==> src/rtl/imm_ext_pkg.sv <==
// rtl/imm_ext_pkg.sv - shared types and width check for the immediate extender
package imm_ext_pkg;

  typedef enum logic [1:0] {
    SEXT   = 2'd0,
    ZEXT   = 2'd1,
    BRANCH = 2'd2,
    UPPER  = 2'd3
  } imm_mode_t;

  typedef enum logic {
    IDLE     = 1'b0,
    PFX_HELD = 1'b1
  } imm_ext_state_t;

  function automatic bit widths_ok(input int in_w, input int out_w);
    return (in_w >= 2) && (out_w > in_w);
  endfunction

endpackage

==> src/rtl/imm_ext_core.sv <==
// rtl/imm_ext_core.sv - combinational mode/prefix mux producing the next extended immediate
module imm_ext_core
  import imm_ext_pkg::*;
#(
  parameter  int IN_W  = 13,
  parameter  int OUT_W = 16,
  localparam int PFX_W = OUT_W - IN_W
) (
  input  logic [IN_W-1:0]  i_imm,
  input  imm_mode_t        i_mode,
  input  logic             i_use_pfx,
  input  logic [PFX_W-1:0] i_pfx,
  output logic [OUT_W-1:0] o_imm
);

  logic [OUT_W-1:0] w_sext;
  logic [OUT_W-1:0] w_zext;
  logic [OUT_W-1:0] w_branch;
  logic [OUT_W-1:0] w_upper;

  assign w_sext   = {{PFX_W{i_imm[IN_W-1]}}, i_imm};
  assign w_zext   = {{PFX_W{1'b0}}, i_imm};
  // The carry out of the shift is simply lost; branch offsets never flag overflow.
  assign w_branch = w_sext << 1;
  assign w_upper  = {i_imm, {PFX_W{1'b0}}};

  always_comb begin
    o_imm = w_sext;
    if (i_use_pfx) begin
      o_imm = {i_pfx, i_imm};
    end else begin
      case (i_mode)
        SEXT:   o_imm = w_sext;
        ZEXT:   o_imm = w_zext;
        BRANCH: o_imm = w_branch;
        UPPER:  o_imm = w_upper;
      endcase
    end
  end

endmodule

==> src/rtl/imm_ext_pipe.sv <==
// rtl/imm_ext_pipe.sv - pipelined immediate extender with prefix beat and output handshake
module imm_ext_pipe
  import imm_ext_pkg::*;
#(
  parameter int IN_W  = 13,
  parameter int OUT_W = 16
) (
  input  logic             clk,
  input  logic             rst_n,
  input  logic             flush,
  input  logic             in_valid,
  output logic             in_ready,
  input  logic [IN_W-1:0]  in_imm,
  input  logic [1:0]       in_mode,
  input  logic             in_pfx,
  output logic             out_valid,
  input  logic             out_ready,
  output logic [OUT_W-1:0] out_imm,
  output logic             out_pfxd
);

  localparam int PFX_W = OUT_W - IN_W;

  generate
    if (!widths_ok(IN_W, OUT_W)) begin : g_bad_widths
      $error("imm_ext_pipe: widths must satisfy 2 <= IN_W < OUT_W");
    end
  endgenerate

  imm_ext_state_t   r_state;
  imm_ext_state_t   w_state_nxt;
  logic [PFX_W-1:0] r_pfx;
  logic             r_out_valid;
  logic             r_out_pfxd;
  logic [OUT_W-1:0] r_out_imm;
  logic [OUT_W-1:0] w_core_imm;
  logic             w_in_ready;
  logic             w_use_pfx;
  logic             w_accept;
  logic             w_accept_pfx;
  logic             w_accept_data;

  // Flush wins over acceptance so a dropped prefix can never pair with a live beat.
  assign w_accept      = in_valid && w_in_ready && !flush;
  assign w_accept_pfx  = w_accept && in_pfx;
  assign w_accept_data = w_accept && !in_pfx;

  always_ff @(posedge clk or negedge rst_n) begin
    if (!rst_n) begin
      r_state <= IDLE;
    end else begin
      r_state <= w_state_nxt;
    end
  end

  always_comb begin
    w_state_nxt = r_state;
    if (flush) begin
      w_state_nxt = IDLE;
    end else if (w_accept_pfx) begin
      w_state_nxt = PFX_HELD;
    end else if (w_accept_data) begin
      w_state_nxt = IDLE;
    end
  end

  always_comb begin
    w_in_ready = !r_out_valid || out_ready;
    w_use_pfx  = (r_state == PFX_HELD);
  end

  imm_ext_core #(
    .IN_W  (IN_W),
    .OUT_W (OUT_W)
  ) u_core (
    .i_imm     (in_imm),
    .i_mode    (imm_mode_t'(in_mode)),
    .i_use_pfx (w_use_pfx),
    .i_pfx     (r_pfx),
    .o_imm     (w_core_imm)
  );

  always_ff @(posedge clk or negedge rst_n) begin
    if (!rst_n) begin
      r_pfx <= '0;
    end else if (flush) begin
      r_pfx <= '0;
    end else if (w_accept_pfx) begin
      r_pfx <= in_imm[PFX_W-1:0];
    end else if (w_accept_data) begin
      r_pfx <= '0;
    end
  end

  always_ff @(posedge clk or negedge rst_n) begin
    if (!rst_n) begin
      r_out_valid <= 1'b0;
      r_out_imm   <= '0;
      r_out_pfxd  <= 1'b0;
    end else if (flush) begin
      r_out_valid <= 1'b0;
      r_out_pfxd  <= 1'b0;
    end else if (w_accept_data) begin
      r_out_valid <= 1'b1;
      r_out_imm   <= w_core_imm;
      r_out_pfxd  <= w_use_pfx;
    end else if (out_ready) begin
      r_out_valid <= 1'b0;
    end
  end

  assign in_ready  = w_in_ready;
  assign out_valid = r_out_valid;
  assign out_imm   = r_out_imm;
  assign out_pfxd  = r_out_pfxd;

endmodule
==> config.mk <==
export PLATFORM = sky130hd
export DESIGN_NAME = imm_ext_pipe
export DESIGN_NICKNAME = d
export VERILOG_FILES = /design/src/rtl/imm_ext_pkg.sv /design/src/rtl/imm_ext_core.sv /design/src/rtl/imm_ext_pipe.sv
export SDC_FILE = /design/constraint.sdc
export NUM_CORES = 1
export LEC_CHECK = 0
export BUFFER_PORTS_ARGS = -buffer_cell sky130_fd_sc_hd__buf_2
export CAP_MARGIN = 15
export CELL_PAD_IN_SITES_DETAIL_PLACEMENT = 1
export CELL_PAD_IN_SITES_GLOBAL_PLACEMENT = 1
export CORE_MARGIN = 1.5
export CORE_UTILIZATION = 35
export DETAILED_ROUTE_END_ITERATION = 12
export GPL_ROUTABILITY_DRIVEN = 0
export PLACE_DENSITY_LB_ADDON = 0.1
export SLEW_MARGIN = 20
export SYNTH_ARGS = -nofsm -noshare
export SYNTH_HDL_FRONTEND = slang
export SYNTH_SLANG_ARGS = --single-unit
==> constraint.sdc <==
create_clock -name clk -period 1.65 [get_ports clk]
set_clock_uncertainty 0.1 [all_clocks]
set_input_delay 0.33 -clock clk [delete_from_list [all_inputs] [get_ports clk]]
set_output_delay 0.33 -clock clk [all_outputs]
set_load 0.1 [all_outputs]
# [After elaboration in Yosys (flattened, before gate mapping)]
# Cells that the tools add are included.
[op_classes] add_sub_neg=0 n_reduce_logical=13 n_mux=13 eq_ne=3 n_bitwise=1 n_mul=0 div_mod_pow=0 n_shift=0 n_lt_le_gt_ge=0
[ops] op="16-bit case mux with 4 select lines" n=1
[ops] op="16-bit 2-to-1 mux" n=1
[ops] op="3-bit 2-to-1 mux" n=3
[ops] op="1-bit 2-to-1 mux" n=8
[ops] op="3-bit nonzero test" n=2
[ops] op="2-bit equality test (second input constant)" n=2
[ops] op="1-bit logical AND" n=4
[ops] op="1-bit zero test" n=3
[ops] op="2-bit by 1-bit equality test with 1-bit output (second input constant)" n=1
[ops] op="2-bit zero test" n=1
[ops] op="2-bit AND reduction" n=1
[ops] op="2-bit nonzero test" n=1
[ops] op="1-bit logical OR" n=1
[ops] op="1-bit inverter" n=1
[totals] inputBits=21 latchBits=0 reg_bits=22 rom_bits=0 ram_bits=0 mem_count=0

# [Depth between registers and ports, before layout]
# Gate-level depths: netlist (run 1).
[logic_depth] word_depth=8 ltp_mapped=6

# [Hierarchy]
# A second synthesis (run 1) with hierarchy kept.
[hier_totals] cells_unflattened=100 area_unflattened_um2=1305.0
[by_module_without_submodules] module="imm_ext_pipe" cells_each=59 area_per_inst_um2=907.1 instances=1
[by_module_without_submodules] module="imm_ext_core" cells_each=41 area_per_inst_um2=397.9 instances=1

# [Least setup slack after synthesis (run 1)]
# OpenSTA, ideal clock, no wires.
[synth_path] path_kind="register -> register" startpoint="register r_out_valid (netlist: out_valid)" endpoint="register r_out_imm[10] (netlist: out_imm[10])" path_buffers=2 period_less_slack_ps=2526 path_stages_with_launch=7 path_slack_ps=-876 setup_ps=126 t_arrival_ps=2300 required_time_ps=1424 path_cell_list="dfrtp_1 > nor2b_4 > inv_2 > and3_1 > buf_4 > buf_6 > mux2_4"
[synth_between] elab_chain_cells=6
[synth_lines] element="start, declared" line="imm_ext_pipe.sv:33" text="logic r_out_valid;"
[synth_lines] element="start signal, assigned" line="imm_ext_pipe.sv:97" text="r_out_valid <= 1'b0;"
[synth_lines] element="start signal, assigned" line="imm_ext_pipe.sv:101" text="r_out_valid <= 1'b0;"
[synth_lines] element="start signal, assigned" line="imm_ext_pipe.sv:104" text="r_out_valid <= 1'b1;"
[synth_lines] element="1-bit zero test" line="imm_ext_pipe.sv:68" text="w_in_ready = !r_out_valid || out_ready;"
[synth_lines] element="1-bit logical OR" line="imm_ext_pipe.sv:68"
[synth_lines] element="net in_ready" line="imm_ext_pipe.sv:12" text="output logic in_ready,"
[synth_lines] element="1-bit logical AND (2 in a row)" line="imm_ext_pipe.sv:44" text="assign w_accept = in_valid && w_in_ready && !flush;"
[synth_lines] element="1-bit logical AND" line="imm_ext_pipe.sv:46" text="assign w_accept_data = w_accept && !in_pfx;"
[synth_lines] element="2-bit AND reduction (no line)"
[synth_lines] element="end signal, assigned" line="imm_ext_pipe.sv:105" text="r_out_imm <= w_core_imm;"
[synth_lines] element="end, declared" line="imm_ext_pipe.sv:35" text="logic [OUT_W-1:0] r_out_imm;"
# The timed path passes the listed nets, and every way through them passes these cells.
# A chain may end at the register's enable or synchronous reset.

# [Final worst setup path (run 1)]
[layout_path] startpoint="register r_out_valid (netlist: out_valid)" endpoint="output port in_ready"
[layout_between] elab_chain_cells=2
[layout_lines] element="1-bit zero test" line="imm_ext_pipe.sv:68"
[layout_lines] element="1-bit logical OR" line="imm_ext_pipe.sv:68"
[layout_lines] element="end, declared" line="imm_ext_pipe.sv:12"
# Every way passes these cells.

==> results.cfg, run 1 <==
[synthesis]
synth_area_sq_um = 1280
syn-instance-count = 104
yosysUniqueCellTypes = 24
ys_warn_count = 0
ys_seq_elements = 22
yosysSeqAreaShare_pct = 43.0
syn_nets = 125
syn_avg_cell_area_sq_um = 12.3

[cts]
cts_root_buffer = clkbuf_4
cts_tree = yes
clockBufferDepth = 2
clkLatencyLatePin_ns = 0.30
numCtsBuffers = 3
path_clk_slew_ns = 0.12
h-tree-depth = 1
numClockSinks = 22

[power]
leakagePower_nw = 0.794
p_sw_share_pct = 52.3
power.total_mw = 2.08
clkPwrFrac_pct = 12.4
power.internal_mw = 0.994
p_switching_mw = 1.09
ir_worst_vdd_mv = 0.597
seq_power_share_pct = 33.0
comb_power_share_pct = 54.6
powerDensity_nw_per_um2 = 1250

[outcome]
outcome = finished with violations
violations = negative setup slack

[worst_setup_path]
max_stage_delay_ns = 0.49
path_max_fanout = 2
crit_required_ns = 1.22
startpoint_type = flop
crit_arrival_ns = 1.25
worstSetupEndpointType = output port
critPathSlowestCell = dfrtp_4
path_cells = nor2b_4, inv_8, buf_8, buf_12
critPathKind = flop to output port

[timing]
layout_setup_ws_ns = -0.0255
fmax_mhz = 597
finalCriticalPeriod_ns = 1.68
worstMarginPinSlew_ns = 0.518
post-route-period-util_pct = 102
fin_tns_setup_ns = -0.0255
hold_violations = 0
drv_slew = 0
grt_setup_unrepaired = true
slew_headroom_pct = 65.4
finalSetupViolCount = 1

[global_routing]
grt-ovfl-total = 0
use_met3_pct = 2.68
use_met1_pct = 20.9
grt-busiest-layer = met2
gr-usage-met2_pct = 29.3
grt_pass1_vias = 1043
grt_pass1_wl_um = 5240
grt_max_degree = 23
antenna_found_initial = 0
grtUsageTotal_pct = 16.6

[floorplan]
rows = 21
start_util_pct = 37.5
dieArea_sq_um = 4030
core_area_sq_um = 3420
boundaryPins = 40
die_w_um = 63.5
die_h_um = 63.5

[routing]
drt-initial-drc-count = 12
drcViolationCount = 0
vias_per_cell = 4.93
totalWireLength_um = 3080
drt-pass1-iter-count = 3
wl_per_cell_um = 15.2
vias = 996
ant_nets = 0

[run]
drv_cap = 0

[final_layout]
layout-drive-gt1-share_pct = 59.6
area_delta_synth_final_pct = 30.4
final_common_cell = buf_2
fin_nets = 178
n_antenna_cell = 0
final_cell_mix = buf_2 (38), mux2_2 (22), dfrtp_1 (21)

[min_path]
min_path_type = primary input to flop

[placement]
post-place-ws_ns = -0.0920
port_buffers = 39
place_hpwl_um = 2300
[final cells by class]
type	instances	area [sq um]
Fill cell	386	1750
Tap cell	46	57.6
Sequential cell	22	554
Clock buffer	4	26.3
Timing Repair Buffer	54	345
Inverter	4	22.5
Multi-Input combinational cell	72	664
[synthesized netlist by cell type]
cell | count | area share, %
nor2b_4 | 1 | 1.1
nand2b_1 | 2 | 0.98
dfrtp_1 | 22 | 43
a21oi_1 | 6 | 2.3
buf_4 | 2 | 1.2
buf_6 | 2 | 1.8
o211ai_1 | 1 | 0.59
o21bai_1 | 1 | 0.59
mux2_2 | 22 | 19
nand2_1 | 1 | 0.29
nand3_1 | 3 | 1.2
inv_2 | 1 | 0.29
inv_1 | 3 | 0.88
buf_8 | 1 | 1.2
nor2_1 | 1 | 0.29
and3_1 | 1 | 0.49
nor2b_1 | 4 | 2.0
and2b_1 | 2 | 1.2
a31oi_1 | 6 | 2.9
nand4_1 | 3 | 1.5
mux2i_1 | 3 | 2.3
o21ai_0 | 4 | 1.6
clkbuf_1 | 1 | 0.29
mux2_4 | 11 | 13
[kinds of logic (layout without fill, tap and decap cells)]
| group | after synthesis | count (layout) | synth area share, % |
|---|---|---|---|
| buffers and inverters | 10 | 62 | 5.56 |
| AND/OR/NAND/NOR | 18 | 18 | 8.89 |
| flip-flops | 22 | 22 | 43.0 |
| AO/OA/AOI/OAI | 18 | 18 | 8.01 |
| multiplexers | 36 | 36 | 34.6 |
[through the flow]
step | std cells | utilization (%) | hold WS (ns) | instance area (sq um)
6_report | 202 | 48.9 | 0.203 | 1670
5_1_grt | 202 | 48.9 | 0.188 | 1670
4_1_cts | 200 | 48.1 | 0.192 | 1640
3_5_place_dp | 191 | 45.9 | 0.236 | 1570
3_3_place_gp | 191 | 45.9 | 0.229 | 1570
2_1_floorplan | 104 | - | -0.0656 | 1310
[critical path: cells and delay by family (launching register included)]
family,cells,cell delay [ns]
flip-flops,1,0.49
AND/OR/NAND/NOR,1,0.15
buffers and inverters,3,0.30
[worst paths after layout]
path,start,endpoint,slack [ns],cells past startpoint
worst max-delay path,out_valid$_DFFE_PN0P_,in_ready,-0.03,4
worst min-delay path,in_imm[2],r_pfx[2]$_DFFE_PN0P_,0.20,3
worst max register to register,out_valid$_DFFE_PN0P_,out_imm[8]$_DFFE_PN0P_,0.09,5
worst min register to register,out_imm[7]$_DFFE_PN0P_,out_imm[7]$_DFFE_PN0P_,0.42,1
max in group asynchronous,rst_n,out_valid$_DFFE_PN0P_,0.66,2
min in group asynchronous,rst_n,out_valid$_DFFE_PN0P_,0.41,2
[power by group through the flow]
stage / Sequential [mW] / Combinational (mW) / Clock (mW)
after floorplan: 1.39 / 0.235 / 0
after global placement: 0.692 / 1.12 / 0
after detailed placement: 0.700 / 1.13 / 0
after CTS: 0.691 / 1.14 / 0.271
after global routing: 0.706 / 1.18 / 0.302
final: 0.688 / 1.14 / 0.258
[what timing repair did]
item,CTS,global route
hold buffers,1,0
buffers inserted,4,2
resized for setup,2,0
endpoints found under the setup margin,7,7
pin swaps,0,0
endpoints found under the hold margin,22,0
[state kept, by name, summed over array words and instances, names as in the netlist]
signal	count
r_pfx	3
out_pfxd	1
out_imm	16
out_valid	1
r_state	1
[routing by layer]
layer	up-vias	share of wire, %
li1	485	-
met1	487	43
met2	22	53
met3	2	3.3
met4	0	0.78
met5	-	0
Note: power is estimated with default switching activity, not from simulation.
==> inputs of run 2 (changes only) <==
--- a/config.mk
+++ b/config.mk
@@ -11,10 +11,12 @@
 export CELL_PAD_IN_SITES_GLOBAL_PLACEMENT = 1
 export CORE_MARGIN = 1.5
-export CORE_UTILIZATION = 35
+export CORE_UTILIZATION = 36
 export DETAILED_ROUTE_END_ITERATION = 12
 export GPL_ROUTABILITY_DRIVEN = 0
 export PLACE_DENSITY_LB_ADDON = 0.1
+export REMOVE_ABC_BUFFERS = 1
 export SLEW_MARGIN = 20
 export SYNTH_ARGS = -nofsm -noshare
 export SYNTH_HDL_FRONTEND = slang
+export SYNTH_HIERARCHICAL = 1
 export SYNTH_SLANG_ARGS = --single-unit
==> constraint.sdc (replaced) <==
create_clock -name clk -period 1.65 [get_ports clk]
set_clock_uncertainty 0.1 [all_clocks]
set_input_delay 0.165 -clock clk [delete_from_list [all_inputs] [get_ports clk]]
set_output_delay 0.165 -clock clk [all_outputs]
set_load 0.1 [all_outputs]
==> results.cfg, run 2 <==
[outcome]
outcome = completed

[final_layout]
final_core_util_pct = 48.4
final_common_cell = buf_2
area_delta_synth_final_pct = 26.6
fin_nets = 171
largest_register_ff_count = 16
final_cell_mix = buf_2 (38), mux2_2 (22), dfrtp_1 (22)
n_antenna_cell = 0
layout-drive-gt1-share_pct = 63.8

[worst_setup_path]
r2r-end = out_imm[10]$_DFFE_PN0P_
crit_arrival_ns = 1.74
reg2reg_depth = 3
path_max_fanout = 5
startpoint_type = flop
endpoint = out_imm[10]$_DFFE_PN0P_
crit_start = out_valid$_DFFE_PN0P_
critPathKind = flop to flop
crit_required_ns = 1.75
worstSetupEndpointType = flop
r2r-start = out_valid$_DFFE_PN0P_
rrSetupSlack_ns = 0.009

[synthesis]
synth_area_sq_um = 1310
syn-instance-count = 100
ys_warn_count = 6
synthTopCellsByCount = dfrtp_1 (22), mux2_2 (22), mux2_4 (15)
synthDominantCellAreaShare_pct = 42.2
synthFlopType = dfrtp_1
yosysSeqAreaShare_pct = 42.2
synth_edf_count = 0
yosysUniqueCellTypes = 22
async_flop_share_pct = 100
synth.area.top_cells = dfrtp_1 (42%), mux2_2 (19%), mux2_4 (17%)
syn_avg_cell_area_sq_um = 13.1
yosysTopAreaCell = dfrtp_1
ys_seq_elements = 22

[power]
p_sw_share_pct = 51.2
leakagePower_nw = 0.817
seq_power_share_pct = 32.1
powerDensity_nw_per_um2 = 1290
clkPwrFrac_pct = 13.9
ir_worst_vdd_mv = 0.558
power.total_mw = 2.13
power.internal_mw = 1.04
comb_power_share_pct = 54.0
p_switching_mw = 1.09

[run]
drv_cap = 0

[global_routing]
grtUsageTotal_pct = 15.1
grt-ovfl-total = 0
grt_pass1_vias = 1020
antenna_found_initial = 0
grt_pass1_wl_um = 4790
grt_max_degree = 23

[cts]
cts_root_buffer = clkbuf_4
clkLatencyLatePin_ns = 0.30
cts_tree = yes
clockBufferDepth = 2
h-tree-depth = 1
numClockSinks = 22
path_clk_slew_ns = 0.13
numCtsBuffers = 3

[routing]
vias_per_cell = 4.99
drcViolationCount = 0
ant_nets = 0
totalWireLength_um = 2990
drt-initial-drc-count = 10
drt-pass1-iter-count = 2
wl_per_cell_um = 15.3
vias = 973

[floorplan]
dieArea_sq_um = 4000
core_area_sq_um = 3420
start_util_pct = 38.2
die_w_um = 63.2
rows = 21
boundaryPins = 40
die_h_um = 63.2

[timing]
worst_hold_slack_ns = 0.0499
hold_violations = 0
finalSetupViolCount = 0
fmax_mhz = 610
drv_slew = 0
grt_setup_unrepaired = true
slew_headroom_pct = 66.4
worstMarginPinSlew_ns = 0.505
finalCriticalPeriod_ns = 1.64
post-route-period-util_pct = 99.4

[placement]
port_buffers = 39
place_hpwl_um = 2130

[min_path]
min_path_type = primary input to flop
==> run 2: changes by cell type in the layout (fill, tap and decap cells not counted), sizes merged, moves of 2 or more <==
| cell | change |
|---|---|
| a31oi | -4 |
| or4 | +3 |
| mux2 | +4 |
| a21oi | -2 |
| nor2b | +2 |
| buf | -6 |
==> run 2: logic make-up after synthesis <==
kind of cell	Yosys count	share of synthesized area, %
AOI/OAI and AO/OA	12	4.99
buffers and inverters	9	6.14
DFF	22	42.2
muxes	39	37.8
and+or+nand+nor	18	8.92
==> run 2: worst max-delay path, cell delays in order, from the launching register on <==
cell and delay (ns):
dfrtp_1 0.40, nor2b_4 0.15, or4_4 0.56, mux2_4 0.32
==> run 2: area by class of cell <==
type / count / area (sq um)
tap: 46 / 57.6
fill: 389 / 1760
clock buffer: 4 / 36.3
multi-input combinational: 71 / 704
timing repair buffer: 48 / 284
sequential: 22 / 551
inverter: 4 / 18.8
==> run 2: worst min-delay path by stage <==
stage | start | endpoint | cells past startpoint
after floorplan | rst_n | out_imm[0]$_DFFE_PN0P_ | 0
after global placement | rst_n | out_imm[14]$_DFFE_PN0P_ | 1
after detailed placement | rst_n | out_pfxd$_DFFE_PN0P_ | 1
after CTS | in_pfx | r_pfx[2]$_DFFE_PN0P_ | 3
after global routing | in_imm[2] | r_pfx[2]$_DFFE_PN0P_ | 3
final | in_imm[2] | r_pfx[2]$_DFFE_PN0P_ | 3
==> run 2: metal layers <==
layer | routed length (um) | global-route usage (%) | vias to the layer above
li1 | - | - | 466
met3 | 114 | 3.04 | 2
met4 | 20 | 4.89 | 0
met5 | 0 | 0 | -
met1 | 1350 | 20.1 | 483
met2 | 1510 | 24.5 | 22
==> run 2: timing repair <==
item / 4_1_cts / 5_1_grt
cloned: 0 / 2
pin swaps: 0 / 2
setup buffers: 0 / 1
setup endpoints to repair: 18 / 18
hold buffers: 1 / 0
resized for setup: 1 / 5
endpoints found under the hold margin: 22 / 0
==> run 2: power groups by stage <==
stage | registers (mW) | logic [mW] | clock network, mW
after floorplan | 1.41 | 0.221 | 0
after detailed placement | 0.698 | 1.14 | 0
after global routing | 0.700 | 1.19 | 0.341
after CTS | 0.688 | 1.15 | 0.315
final | 0.685 | 1.15 | 0.297
after global placement | 0.693 | 1.13 | 0
==> run 2: stage by stage <==
stage,cell area [sq um],worst slack (ns),setup TNS [ns],cells
after global routing,1650,-0.0452,-0.211,195
after floorplan,1240,-0.596,-11.64,95
final,1650,0.00949,0,195
after CTS,1610,-0.0434,-0.451,192
after detailed placement,1560,-0.0110,-0.0702,187
after global placement,1560,0.0161,0,187
==> inputs of run 3 (changes only) <==
CORE_UTILIZATION = 37   (was 36)
CTS_BUF_LIST = sky130_fd_sc_hd__clkbuf_4   (was default)
==> results.cfg, run 3 (synthesized netlist as in run 2, its figures left out) <==
[routing]
vias_per_cell = 4.83
wl_per_cell_um = 15.3
vias = 961
ant_nets = 0
drcViolationCount = 0
drt-initial-drc-count = 26
drt-pass1-iter-count = 4
totalWireLength_um = 3040

[floorplan]
dieArea_sq_um = 3890
die_h_um = 62.4
rows = 21
die_w_um = 62.4
boundaryPins = 40
start_util_pct = 38.8
core_area_sq_um = 3360

[worst_setup_path]
worst_path_dominant_cell_family = simple AND/OR/NAND/NOR gates
crit_arrival_ns = 1.75
crit_required_ns = 1.76
worstSetupEndpointType = flop
path_max_fanout = 5
crit_buf_inv = 0
path_cells = nor2b_4, or4_4, mux2_4
critPathSlowestCell = or4_4
critPathKind = flop to flop
max_stage_delay_ns = 0.56
startpoint_type = flop

[placement]
post-place-ws_ns = -0.0243
place_hpwl_um = 2090
placed_area_sq_um = 1570
dp.cells = 188
port_buffers = 39

[timing]
grt_setup_unrepaired = true
worstMarginPinSlew_ns = 0.483
post-route-period-util_pct = 99.0
hold_violations = 0
worst_hold_slack_ns = 0.0495
drv_slew = 0
finalCriticalPeriod_ns = 1.63
finalSetupViolCount = 0
slew_headroom_pct = 67.8
layout_setup_ws_ns = 0.0168
fmax_mhz = 612

[global_routing]
antenna_found_initial = 0
grt_pass1_vias = 1021
grtUsageTotal_pct = 15.2
grt_max_degree = 23
grt-ovfl-total = 0
grt_pass1_wl_um = 4760

[power]
ir_worst_vdd_mv = 0.604
leakagePower_nw = 0.837
power.total_mw = 2.10
powerDensity_nw_per_um2 = 1250

[final_layout]
final_cell_area_sq_um = 1680
final_cell_mix = buf_2 (38), mux2_2 (22), dfrtp_1 (22)
largest_register_ff_count = 16
area_delta_synth_final_pct = 28.8
fin_cells = 199
final_common_cell = buf_2
multi_input_area_sq_um = 709
layout-drive-gt1-share_pct = 64.7
nFillCells = 394
fin_nets = 176
n_antenna_cell = 0
ff_latch_area_sq_um = 551

[cts]
cts_root_buffer = clkbuf_4
h-tree-depth = 1
numClockSinks = 22
path_clk_slew_ns = 0.12
numCtsBuffers = 3
clockBufferDepth = 2
cts_tree = yes
clkLatencyLatePin_ns = 0.32

[min_path]
min_path_type = primary input to flop

[run]
drv_cap = 0

[outcome]
outcome = completed
-- run 3: power by group --
part           internal (mW)  total [mW]  switching [mW]
Sequential             0.638       0.686          0.0481
Clock                 0.0856       0.257           0.172
Combinational          0.276        1.16           0.885
-- run 3: worst reg2reg max path, stage by stage (launching register included) --
cell and delay (ns):
dfrtp_1 0.40, nor2b_4 0.15, or4_4 0.56, mux2_4 0.33
-- run 3: area by class of cell --
class | count | area share, %
sequential | 22 | 32.8
timing repair buffer | 53 | 19.1
clock buffer | 3 | 1.34
inverter | 4 | 1.12
tap | 46 | 3.43
multi-input combinational | 71 | 42.2
-- run 3: through the flow --
stage                     utilization [%]  TNS, ns
after global routing                 50.0   -0.137
final                                50.0        0
after global placement               46.6        0
after floorplan                         -   -11.64
after CTS                            47.7   -0.324
after detailed placement             46.6   -0.129
-- run 3: worst paths after layout --
kind,to,cells after the start,slack [ns],from
worst max-delay path,out_imm[10]$_DFFE_PN0P_,3,0.02,out_valid$_DFFE_PN0P_
worst min-delay path,r_pfx[2]$_DFFE_PN0P_,3,0.05,in_imm[2]
worst max register to register,out_imm[10]$_DFFE_PN0P_,3,0.02,out_valid$_DFFE_PN0P_
worst min register to register,out_imm[1]$_DFFE_PN0P_,1,0.42,out_imm[1]$_DFFE_PN0P_
max in group asynchronous,out_imm[7]$_DFFE_PN0P_,2,0.90,rst_n
min in group asynchronous,out_imm[13]$_DFFE_PN0P_,2,0.22,rst_n
-- run 3: per-layer routing --
layer	routed length, um	share of wire [%]	global-route usage (%)	vias to the layer above
li1	-	-	-	473
met1	1390	46	20.2	460
met2	1510	50	25.8	24
met3	94	3.1	1.98	4
met4	40	1.3	5.00	0
met5	0	0	0	-
-- run 3: what timing repair did --
| item | 4_1_cts | 5_1_grt |
|---|---|---|
| hold buffers | 1 | 0 |
| endpoints found under the setup margin | 18 | 18 |
| pin swaps | 0 | 2 |
| cloned | 0 | 2 |
| gates resized for setup | 1 | 6 |
| hold endpoints to repair | 22 | 0 |
| buffers inserted | 0 | 5 |
